## src/rtl/pipeline_ctrl_pkg.sv

```systemverilog
// ---------------------------------------------------------------------------
// pipeline_ctrl_pkg
// Shared types and constants for the 5-stage pipeline stall/flush scheduler.
//   REG_IDX_W    : architectural register index width (shared with forwarding)
//   ctrl_state_e : scheduler states (RUN, MEM_WAIT)
//   stage_ctrl_t : grouped enable/flush bits for the PC and pipeline registers
// ---------------------------------------------------------------------------
package pipeline_ctrl_pkg;

  localparam int REG_IDX_W = 5;

  typedef enum logic [0:0] {
    RUN      = 1'b0,
    MEM_WAIT = 1'b1
  } ctrl_state_e;

  typedef struct packed {
    logic pc_en;
    logic if_id_en;
    logic if_id_flush;
    logic id_ex_en;
    logic id_ex_flush;
    logic ex_mem_en;
    logic mem_wb_en;
    logic mem_wb_flush;
  } stage_ctrl_t;

  // Everything advances, nothing squashed.
  localparam stage_ctrl_t CTRL_NORMAL = '{
    pc_en: 1'b1, if_id_en: 1'b1, if_id_flush: 1'b0,
    id_ex_en: 1'b1, id_ex_flush: 1'b0,
    ex_mem_en: 1'b1, mem_wb_en: 1'b1, mem_wb_flush: 1'b0
  };

  // Whole pipe holds; WB receives a bubble so a stalled MEM result is not
  // retired twice.
  localparam stage_ctrl_t CTRL_FREEZE = '{
    pc_en: 1'b0, if_id_en: 1'b0, if_id_flush: 1'b0,
    id_ex_en: 1'b0, id_ex_flush: 1'b0,
    ex_mem_en: 1'b0, mem_wb_en: 1'b0, mem_wb_flush: 1'b1
  };

endpackage

```

## src/rtl/pipeline_ctrl_load_use.sv

```systemverilog
// ---------------------------------------------------------------------------
// load_use_detect
// Combinational load-use hazard detector.
//   id_rs1/id_rs2         : source indices of the instruction in ID
//   id_use_rs1/id_use_rs2 : ID instruction actually reads that source
//   ex_mem_read           : instruction in EX is a load
//   ex_rd                 : destination of the instruction in EX
//   hazard                : ID needs a value the load in EX has not produced
// ---------------------------------------------------------------------------
module load_use_detect
  import pipeline_ctrl_pkg::*;
(
  input  logic [REG_IDX_W-1:0] id_rs1,
  input  logic [REG_IDX_W-1:0] id_rs2,
  input  logic                 id_use_rs1,
  input  logic                 id_use_rs2,
  input  logic                 ex_mem_read,
  input  logic [REG_IDX_W-1:0] ex_rd,
  output logic                 hazard
);

  logic [REG_IDX_W-1:0] src_idx [2];
  logic [1:0]           src_use;
  logic [1:0]           src_match;

  assign src_idx[0] = id_rs1;
  assign src_idx[1] = id_rs2;
  assign src_use    = {id_use_rs2, id_use_rs1};

  generate
    for (genvar gi = 0; gi < 2; gi++) begin : g_src
      assign src_match[gi] = src_use[gi] && (src_idx[gi] == ex_rd);
    end
  endgenerate

  // x0 is hardwired zero, so a load "to x0" never creates a dependency.
  assign hazard = ex_mem_read && (ex_rd != '0) && (|src_match);

endmodule

```

## src/rtl/pipeline_ctrl.sv

```systemverilog
// ---------------------------------------------------------------------------
// pipeline_ctrl
// Stall/flush scheduler for the IF/ID/EX/MEM/WB pipeline.
// Inputs : clk, rst_n (async, active low), ID source fields, EX load/rd,
//          ex_redirect, dmem_req/dmem_ready handshake.
// Outputs: pc_en and the en/flush pins of every pipeline register
//          (combinational), mem_err (watchdog pulse), stall_cnt and
//          flush_cnt performance counters.
// Priority: memory freeze > redirect flush > load-use bubble > normal.
// ---------------------------------------------------------------------------
module pipeline_ctrl
  import pipeline_ctrl_pkg::*;
#(
  parameter int TIMEOUT_W   = 8,
  parameter int MEM_TIMEOUT = 200,
  parameter int CNT_W       = 32
) (
  input  logic                 clk,
  input  logic                 rst_n,
  input  logic [REG_IDX_W-1:0] id_rs1,
  input  logic [REG_IDX_W-1:0] id_rs2,
  input  logic                 id_use_rs1,
  input  logic                 id_use_rs2,
  input  logic                 ex_mem_read,
  input  logic [REG_IDX_W-1:0] ex_rd,
  input  logic                 ex_redirect,
  input  logic                 dmem_req,
  input  logic                 dmem_ready,
  output logic                 pc_en,
  output logic                 if_id_en,
  output logic                 if_id_flush,
  output logic                 id_ex_en,
  output logic                 id_ex_flush,
  output logic                 ex_mem_en,
  output logic                 mem_wb_en,
  output logic                 mem_wb_flush,
  output logic                 mem_err,
  output logic [CNT_W-1:0]     stall_cnt,
  output logic [CNT_W-1:0]     flush_cnt
);

  localparam logic [TIMEOUT_W-1:0] WD_LIMIT = TIMEOUT_W'(MEM_TIMEOUT - 1);
  localparam logic [TIMEOUT_W-1:0] WD_MAX   = '1;

  ctrl_state_e          state_reg, state_next;
  logic [TIMEOUT_W-1:0] wd_reg, wd_next;
  stage_ctrl_t          ctrl;
  logic                 freeze;
  logic                 redirect_taken;
  logic                 hazard;

  load_use_detect u_load_use (
    .id_rs1      (id_rs1),
    .id_rs2      (id_rs2),
    .id_use_rs1  (id_use_rs1),
    .id_use_rs2  (id_use_rs2),
    .ex_mem_read (ex_mem_read),
    .ex_rd       (ex_rd),
    .hazard      (hazard)
  );

  // Next state, watchdog and per-stage control.
  always_comb begin
    state_next     = state_reg;
    wd_next        = '0;
    freeze         = 1'b0;
    mem_err        = 1'b0;
    redirect_taken = 1'b0;
    ctrl           = CTRL_NORMAL;

    case (state_reg)
      RUN: begin
        if (dmem_req && !dmem_ready) begin
          freeze     = 1'b1;
          state_next = MEM_WAIT;
        end
      end
      MEM_WAIT: begin
        // Only dmem_ready or the watchdog release the freeze; dmem_req is
        // ignored here because the frozen MEM stage is assumed to hold it.
        if (dmem_ready) begin
          state_next = RUN;
        end else if (wd_reg == WD_LIMIT) begin
          // Abort: the release cycle advances the pipe like a normal RUN.
          state_next = RUN;
          mem_err    = 1'b1;
        end else begin
          freeze  = 1'b1;
          wd_next = (wd_reg == WD_MAX) ? wd_reg : wd_reg + 1'b1;
        end
      end
      default: state_next = RUN;
    endcase

    if (freeze) begin
      ctrl = CTRL_FREEZE;
    end else if (ex_redirect) begin
      // Squashes the wrong-path IF and ID instructions; this also removes
      // any load-use dependent sitting in ID, so no stall is needed.
      ctrl.if_id_flush = 1'b1;
      ctrl.id_ex_flush = 1'b1;
      redirect_taken   = 1'b1;
    end else if (hazard) begin
      // Hold PC and IF/ID one cycle, push a bubble into EX; afterwards the
      // load sits in MEM and forwarding covers the dependency.
      ctrl.pc_en       = 1'b0;
      ctrl.if_id_en    = 1'b0;
      ctrl.id_ex_flush = 1'b1;
    end
  end

  assign pc_en        = ctrl.pc_en;
  assign if_id_en     = ctrl.if_id_en;
  assign if_id_flush  = ctrl.if_id_flush;
  assign id_ex_en     = ctrl.id_ex_en;
  assign id_ex_flush  = ctrl.id_ex_flush;
  assign ex_mem_en    = ctrl.ex_mem_en;
  assign mem_wb_en    = ctrl.mem_wb_en;
  assign mem_wb_flush = ctrl.mem_wb_flush;

  always_ff @(posedge clk or negedge rst_n) begin
    if (!rst_n) begin
      state_reg <= RUN;
      wd_reg    <= '0;
      stall_cnt <= '0;
      flush_cnt <= '0;
    end else begin
      state_reg <= state_next;
      wd_reg    <= wd_next;
      if (!ctrl.pc_en) begin
        stall_cnt <= stall_cnt + 1'b1;
      end
      if (redirect_taken) begin
        flush_cnt <= flush_cnt + 1'b1;
      end
    end
  end

endmodule

```

## config.mk

```make
export PLATFORM = sky130hd
export DESIGN_NAME = pipeline_ctrl
export DESIGN_NICKNAME = d
export VERILOG_FILES = /design/src/rtl/pipeline_ctrl_pkg.sv /design/src/rtl/pipeline_ctrl_load_use.sv /design/src/rtl/pipeline_ctrl.sv
export SDC_FILE = /design/constraint.sdc
export NUM_CORES = 1
export LEC_CHECK = 0
export ABC_AREA = 1
export ABC_CLOCK_PERIOD_IN_PS = 2860
export CAP_MARGIN = 10
export CORE_MARGIN = 4
export CORE_UTILIZATION = 30
export CTS_BUF_LIST = sky130_fd_sc_hd__clkbuf_8
export DETAILED_ROUTE_END_ITERATION = 10
export PLACE_DENSITY = 0.62
export SYNTH_ARGS = -nofsm -noshare
export SYNTH_HDL_FRONTEND = slang
export SYNTH_SLANG_ARGS = --single-unit
```

## constraint.sdc

```tcl
create_clock -name clk -period 2.86 [get_ports clk]
set_input_delay 0.572 -clock clk [delete_from_list [all_inputs] [get_ports clk]]
set_output_delay 0.572 -clock clk [all_outputs]
set_load 0.01 [all_outputs]
```

# --- Yosys cells after proc, flatten, opt, wreduce, memory -nomap -nowiden ---
# Cells that the tools add are included.
# Widths: inputs -> output; s select.
op_classes:
  n_addsub: 3
  n_eq_ne: 5
  muxes: 21
  n_bitwise: 1
  reduce_logical: 8
ops:
  columns: ["op", "count"]
  rows:
  - ["$add 32x1->32 const B", 2]
  - ["$mux 8", 4]
  - ["$eq 8x8->1 const B", 2]
  - ["$mux 1", 12]
  - ["$eq 5x5->1", 2]
  - ["$add 8x1->8 const B", 1]
  - ["$mux 3", 2]
  - ["$logic_and 1x1->1", 5]
  - ["$reduce_bool 5->1", 1]
  - ["$mux 2", 2]
  - ["$ne 4x4->1 const B", 1]
  - ["$pmux 1 s2", 1]
  - ["$reduce_or 2->1", 1]
  - ["$logic_not 1->1", 1]
  - ["$not 1->1", 1]
totals:
  register_bits: 73
  elab_cells: 42

# --- Logic depth before layout (Yosys ltp) ---
depth:
  depth_word: 7
  mapped_depth: 11

# --- By module ---
# Synthesis repeated with hierarchy kept, for this count alone.
unflattened:
  cells_unflattened: 794
  area_unflattened_um2: 4952.2
modules_own_cells:
  columns: ["mod", "instances", "cells_each", "area_per_inst_um2"]
  rows:
  - ["pipeline_ctrl", 1, 739, 4735.8]
  - ["load_use_detect", 1, 55, 216.5]

# --- Least setup slack after synthesis ---
# OpenSTA, ideal clock, no wires.
synth_timing:
  path_kind: "register to output"
  startpoint: "register wd_reg[0]"
  endpoint: "output pc_en"
  arrival_ps: 1566
  required_time_ps: 2288
  path_slack_ps: 722
  path_stages_with_launch: 12
  n_path_buf: 2
  path_cell_list: "dfrtp_1 > ha_1 > nand2_1 > inv_2 > nand3_2 > nand2_2 > nand2_4 > clkinv_2 > nand2_4 > buf_6 > inv_1 > buf_4"
synth_between:
  elab_chain_len: 5
synth_rtl:
  columns: ["element", "line", "source"]
  rows:
  - ["start, declared", "pipeline_ctrl.sv:46", "logic [TIMEOUT_W-1:0] wd_reg, wd_next;"]
  - ["start signal, assigned", "pipeline_ctrl.sv:129", "wd_reg <= wd_next;"]
  - ["$eq 8x8->1", "pipeline_ctrl.sv:83", "end else if (wd_reg == WD_LIMIT) begin"]
  - ["$mux 1", "pipeline_ctrl.sv:83", null]
  - ["$mux 1", "pipeline_ctrl.sv:81", "if (dmem_ready) begin"]
  - ["$pmux 1 s2", "pipeline_ctrl.sv:71", "case (state_reg)"]
  - ["$mux 3", "pipeline_ctrl.sv:95", "if (freeze) begin"]
  - ["end, declared", "pipeline_ctrl.sv:29", "output logic pc_en,"]
# No other way between the ends.

# --- Worst setup path in the final report ---
layout_timing:
  startpoint: "register wd_reg[0]"
  endpoint: "output ex_mem_en"
layout_between:
  elab_chain_len: 5
layout_rtl:
  columns: ["element", "line", "source"]
  rows:
  - ["$eq 8x8->1", "pipeline_ctrl.sv:83", null]
  - ["$mux 1", "pipeline_ctrl.sv:83", null]
  - ["$mux 1", "pipeline_ctrl.sv:81", null]
  - ["$pmux 1 s2", "pipeline_ctrl.sv:71", null]
  - ["$mux 3", "pipeline_ctrl.sv:95", null]
  - ["end, declared", "pipeline_ctrl.sv:34", "output logic ex_mem_en,"]
# No other way between the ends.

==> impl_metrics.tcl <==
set metrics [dict create \
    finalMaxSlewViolations 0 \
    fin_crit_ps 2720 \
    tightestPinTransition_ps 959 \
    drt_iter0_drc 312 \
    fin_skew_ps 12.3 \
    core_area_mm2 0.0161 \
    layout_common_cells "nand2_1, clkdlybuf4s50_1, nor2_1" \
    via_per_inst 4.57 \
    grt_antenna_before_repair 0 \
    p_per_area_mw_per_mm2 458 \
    start_util 0.310 \
    synth_ff_type "dfrtp_1" \
    area_delta_synth_final_pct 26.9 \
    switching_share 0.345 \
    grt_pass1_vias 4884 \
    rows 46 \
    critical_path.max_stage_delay_ps 610 \
    h-tree-depth 3 \
    critPathCaptureType "output port" \
    drt-total-wl_um 14200 \
    p_clk_frac 0.273 \
    power.static_leakage_nw 2.91 \
    min_period_over_period 0.950 \
    cts-root-buf "clkbuf_8" \
    ys_warn_count 0 \
    num_antenna_cells 0 \
    async_reset_ff_frac 1.00 \
    p_int_mw 1.90 \
    routedWlPerCell_um 13.1 \
    cts_tree "done" \
    fp.dieW_um 137 \
    max_freq_ghz 0.368 \
    hpwl_um 10700 \
    whs_ps 343 \
    clkTransAtPathRegs_ps 80 \
    clock_path_buffers 2 \
    overflow 0 \
    status "finished clean" \
    avgSynthCellArea_um2 6.57 \
    report.final.setup_viol 0 \
    ctsHoldBuffers 0 \
    synth_edf_count 0 \
    chipHeight_um 137 \
    cts_inserted_buffers 9 \
    final_cell_area_mm2 0.00633 \
    vdd_drop_max_v 0.000222 \
    arrival_ps 2140 \
    crit_fanout 6 \
    slowest_stage "clkdlybuf4s50_1" \
    netlist_area_mm2 0.00499 \
    path_common_cell "nand2_4" \
    seqPwrFrac 0.455 \
    boundaryPins 96 \
    critPathRequiredTime_ps 2290 \
    ys_ff_latch 73 \
    final-hold-violation-count 0 \
    dieArea_mm2 0.0188 \
    grt_usage 0.159 \
    r2r_slack_ps 910 \
    finish.utilization 0.393 \
    synth.distinct_cells 31 \
    final_common_cell "nand2_1" \
    cts_sinks 73 \
    hold_class "in2async" \
    portBuffers 95 \
    antenna_left 0 \
    gp_congestion 0.922 \
    comb_power_share 0.272 \
    fin_nets 882 \
    ys_seq_area_frac 0.366 \
    num_vias 4925 \
    slew_headroom 0.361 \
    grt_pass1_wl_um 23600 \
    start_kind "flop" \
    power_mw 2.90 \
    drv_cap 0 \
    p_switching_mw 1.00 \
    dpl-instance-area_mm2 0.00613 \
    drc_errors 0 \
    synthCells 760 \
    crit_chain "ha_1 -> nand2_1 -> inv_2 -> nand3_2 -> nand2_4 -> nand2_4 -> inv_4 -> clkdlybuf4s50_1" \
    clk_latency_ps 360 \
    syn-num-nets 786 \
    firstDrtPassIters 5 \
    cts_setup_buffers 0 \
    crit_type "reg2out" \
    drive_gt1_frac 0.0569 \
    grt_max_degree 74 \
]
[layout make-up]
type,instances,area [µm²]
multi-input combinational,597,2750
clock buffer,12,165
timing repair buffer,103,1020
sequential,73,1830
inverter,72,273
fill,1743,9780
clock inverter,4,26.3
tap,216,270
[metal layers]
layer / up-vias / wire length, µm / GRT usage
met5: - / 0 / 0
met3: 24 / 553 / 0.0320
met2: 117 / 6710 / 0.263
met4: 0 / 304 / 0.0543
li1: 2556 / - / -
met1: 2228 / 6590 / 0.206
[worst paths after layout]
path | from | endpoint | cells after the start
setup / recovery | wd_reg[0] | ex_mem_en | 8
hold / removal | rst_n | stall_cnt[10] | 1
setup reg to reg | flush_cnt[0] | flush_cnt[30] | 10
hold reg to reg | wd_reg[0] | wd_reg[0] | 1
max in group asynchronous | rst_n | flush_cnt[21] | 1
min in group clk | wd_reg[0] | wd_reg[0] | 1
[what timing repair did]
| item | 4_1_cts | 5_1_grt |
|---|---|---|
| pin swaps | 0 | 0 |
| resized for setup | 1 | 7 |
| endpoints found under the setup margin | 1 | 6 |
[power by group through the flow]
stage / registers (mW) / logic, mW / clock network, mW
global route: 1.35 / 0.879 / 0.869
floorplan: 1.35 / 0.374 / 0
detailed placement: 1.34 / 0.804 / 0
global placement: 1.34 / 0.799 / 0
finish: 1.32 / 0.790 / 0.792
CTS: 1.33 / 0.808 / 0.828
[critical path, delay by kind of cell, from the launching register on]
kind                       cells  cell delay (ps)
adders and majority gates      1              180
and+or+nand+nor                4              380
buffers and inverters          3              810
DFF                            1              390
[cells by family (layout without fill, tap and decap cells)]
| family | Yosys count | after routing | synth area share |
|---|---|---|---|
| AO/OA/AOI/OAI | 22 | 22 | 0.0241 |
| XOR/XNOR | 31 | 31 | 0.0559 |
| adder cells (fa/ha/maj) | 3 | 3 | 0.00752 |
| buffers and inverters | 90 | 191 | 0.0832 |
| flip-flops | 73 | 73 | 0.366 |
| AND/OR/NAND/NOR | 541 | 541 | 0.463 |
[synth_stat cells (all sizes together), types with 3 or more instances]
cell type / number / area (µm²)
a21oi: 4 / 20.0
buf: 18 / 144
dfrtp: 73 / 1830
ha: 3 / 37.5
inv: 71 / 267
nand2: 341 / 1300
nand3: 60 / 325
nand3b: 16 / 120
nand4: 7 / 43.8
nor2: 89 / 364
nor3: 27 / 150
o21ai: 14 / 70.1
xnor2: 9 / 78.8
xor2: 22 / 200
[stage by stage]
step           std cells  TNS, ps  setup WS (ps)
2_1_floorplan        760        0            722
3_3_place_gp        1061        0           41.4
3_5_place_dp        1061        0           20.3
4_1_cts             1077        0           2.23
5_1_grt             1077  -0.0211        -0.0211
6_report            1077        0            144
No activity file was read; power rests on OpenSTA's default activity.
==> variant: new RTL, config.mk and constraints unchanged <==
Reset style: synchronous (`rst_n`), changed in one clocked block. Comments in the files are not updated.
--- a/src/rtl/pipeline_ctrl.sv
+++ b/src/rtl/pipeline_ctrl.sv
@@ -119,5 +119,5 @@
   assign mem_wb_flush = ctrl.mem_wb_flush;
 
-  always_ff @(posedge clk or negedge rst_n) begin
+  always_ff @(posedge clk) begin
     if (!rst_n) begin
       state_reg <= RUN;
Function: differs if rst_n is asserted again (counterexample within 4 cycles, from zero or initial values and one cycle with rst_n low); with rst_n held inactive, the same outputs for 10 cycles.
==> variant against the original RTL <==
Hold slack better by 0.14 ns; final area fell by 2.1%; die area decreased by 2.1%; wire length increased by 1.8%; critical path depth down 2; area after synthesis fell by 2.2%; critical path type is now input pin to output pin; sequential cell count stayed put; via count increased by 6.4%; synthesized cell count grew 6.3%; setup slack better by 0.0090 ns.
Power is not compared: it rests on default switching activity, and its combinational part moved more than twofold at a synthesized area within 25%.
==> variant: results (changes against the original RTL) <==
met3 wire len -> 711 µm (+29%)
Worst path max stage delay -> 0.48 ns (-0.13 ns)
outcome -> complete, no violations
Layout Skew -> 0.00832 ns (-0.00395 ns)
via count -> 5,242 (+6.4%)
worst reg2reg endpoint -> flush_cnt[16]$_SDFFE_PN0P_
Final #Nets -> 927 (+5.1%)
Inst Count DP -> 1,106 (+4.2%)
layout cell share with drive strength beyond 1 -> 7.95% (+2.3 points)
R2R cell count -> 9 (-1)
met1 usage -> 20.1% (-0.50 points)
final instance area -> 6200 µm² (-2.1%)
Multi-input gate area -> 2930 µm² (+6.5%)
Syn Nets -> 834 (+6.1%)
filler cell count -> 1,788 (+2.6%)
Non-clock buffers -> 105 (+1.9%)
core area -> 15,900 µm² (-1.4%)
GR Util met3 -> 3.79% (+0.59 points)
Synth top cells by count -> 302 x nand2_1, 92 x nor2_1, 73 x dfxtp_1, 70 x inv_1, 63 x a21oi_1
xor and xnor area share after synthesis -> 4.13% (-1.5 points)
Synth async-reset ratio -> 0% (-100 points)
non-clock buffer share of cell area -> 16.6% (+0.50 points)
crit path max fanout -> 4 (-2)
Slew @ Worst Pin -> 0.561 ns (-0.399 ns)
Compound-Gate Fraction of Synth Area -> 7.77% (+5.4 points)
Seq cells -> 73 (unchanged)
first-pass GRT wire length -> 23,900 µm (+1.5%)
Inverters -> 84 (+17%)
drt initial violations -> 328 (+5.1%)
met2 usage -> 28.1% (+1.8 points)
worst hold margin -> 0.485 ns (+0.142 ns)
reg2reg start -> flush_cnt[0]$_SDFFE_PN0P_
largest net degree at the start of global routing -> 32 (-57%)
layout clock buffer count -> 9 (-3)
sequential share of the synthesized area -> 29.9% (-6.7 points)
Overall Global Routing Usage -> 16.0% (+0.16 points)
## variant: report_power, final
group          internal (mW)  leakage (nW)  switching, mW
clock network          0.395         0.104          0.411
registers               1.02         0.589        0.00952
logic                 0.0866          1.52          0.131
## variant: how the worst max path moves through the flow
| stage | startpoint | endpoint | slack [ns] | cells past startpoint |
|---|---|---|---|---|
| after detailed placement | ex_rd[1] | id_ex_flush | -0.04 | 10 |
| final | dmem_ready | ex_mem_en | 0.15 | 6 |
| after global routing | wd_reg[1]$_SDFFE_PP0P_ | ex_mem_en | 0.003 | 9 |
| after floorplan | wd_reg[0]$_SDFFE_PP0P_ | pc_en | 0.87 | 10 |
| after global placement | ex_rd[1] | id_ex_flush | -0.03 | 10 |
| after CTS | wd_reg[0]$_SDFFE_PP0P_ | pc_en | 0.0009 | 10 |
## variant: what timing repair did
action,4_1_cts,5_1_grt
hold buffers,0,0
resized for setup,1,4
pin swaps,0,0
endpoints found under the hold margin,0,0
setup endpoints to repair,1,6
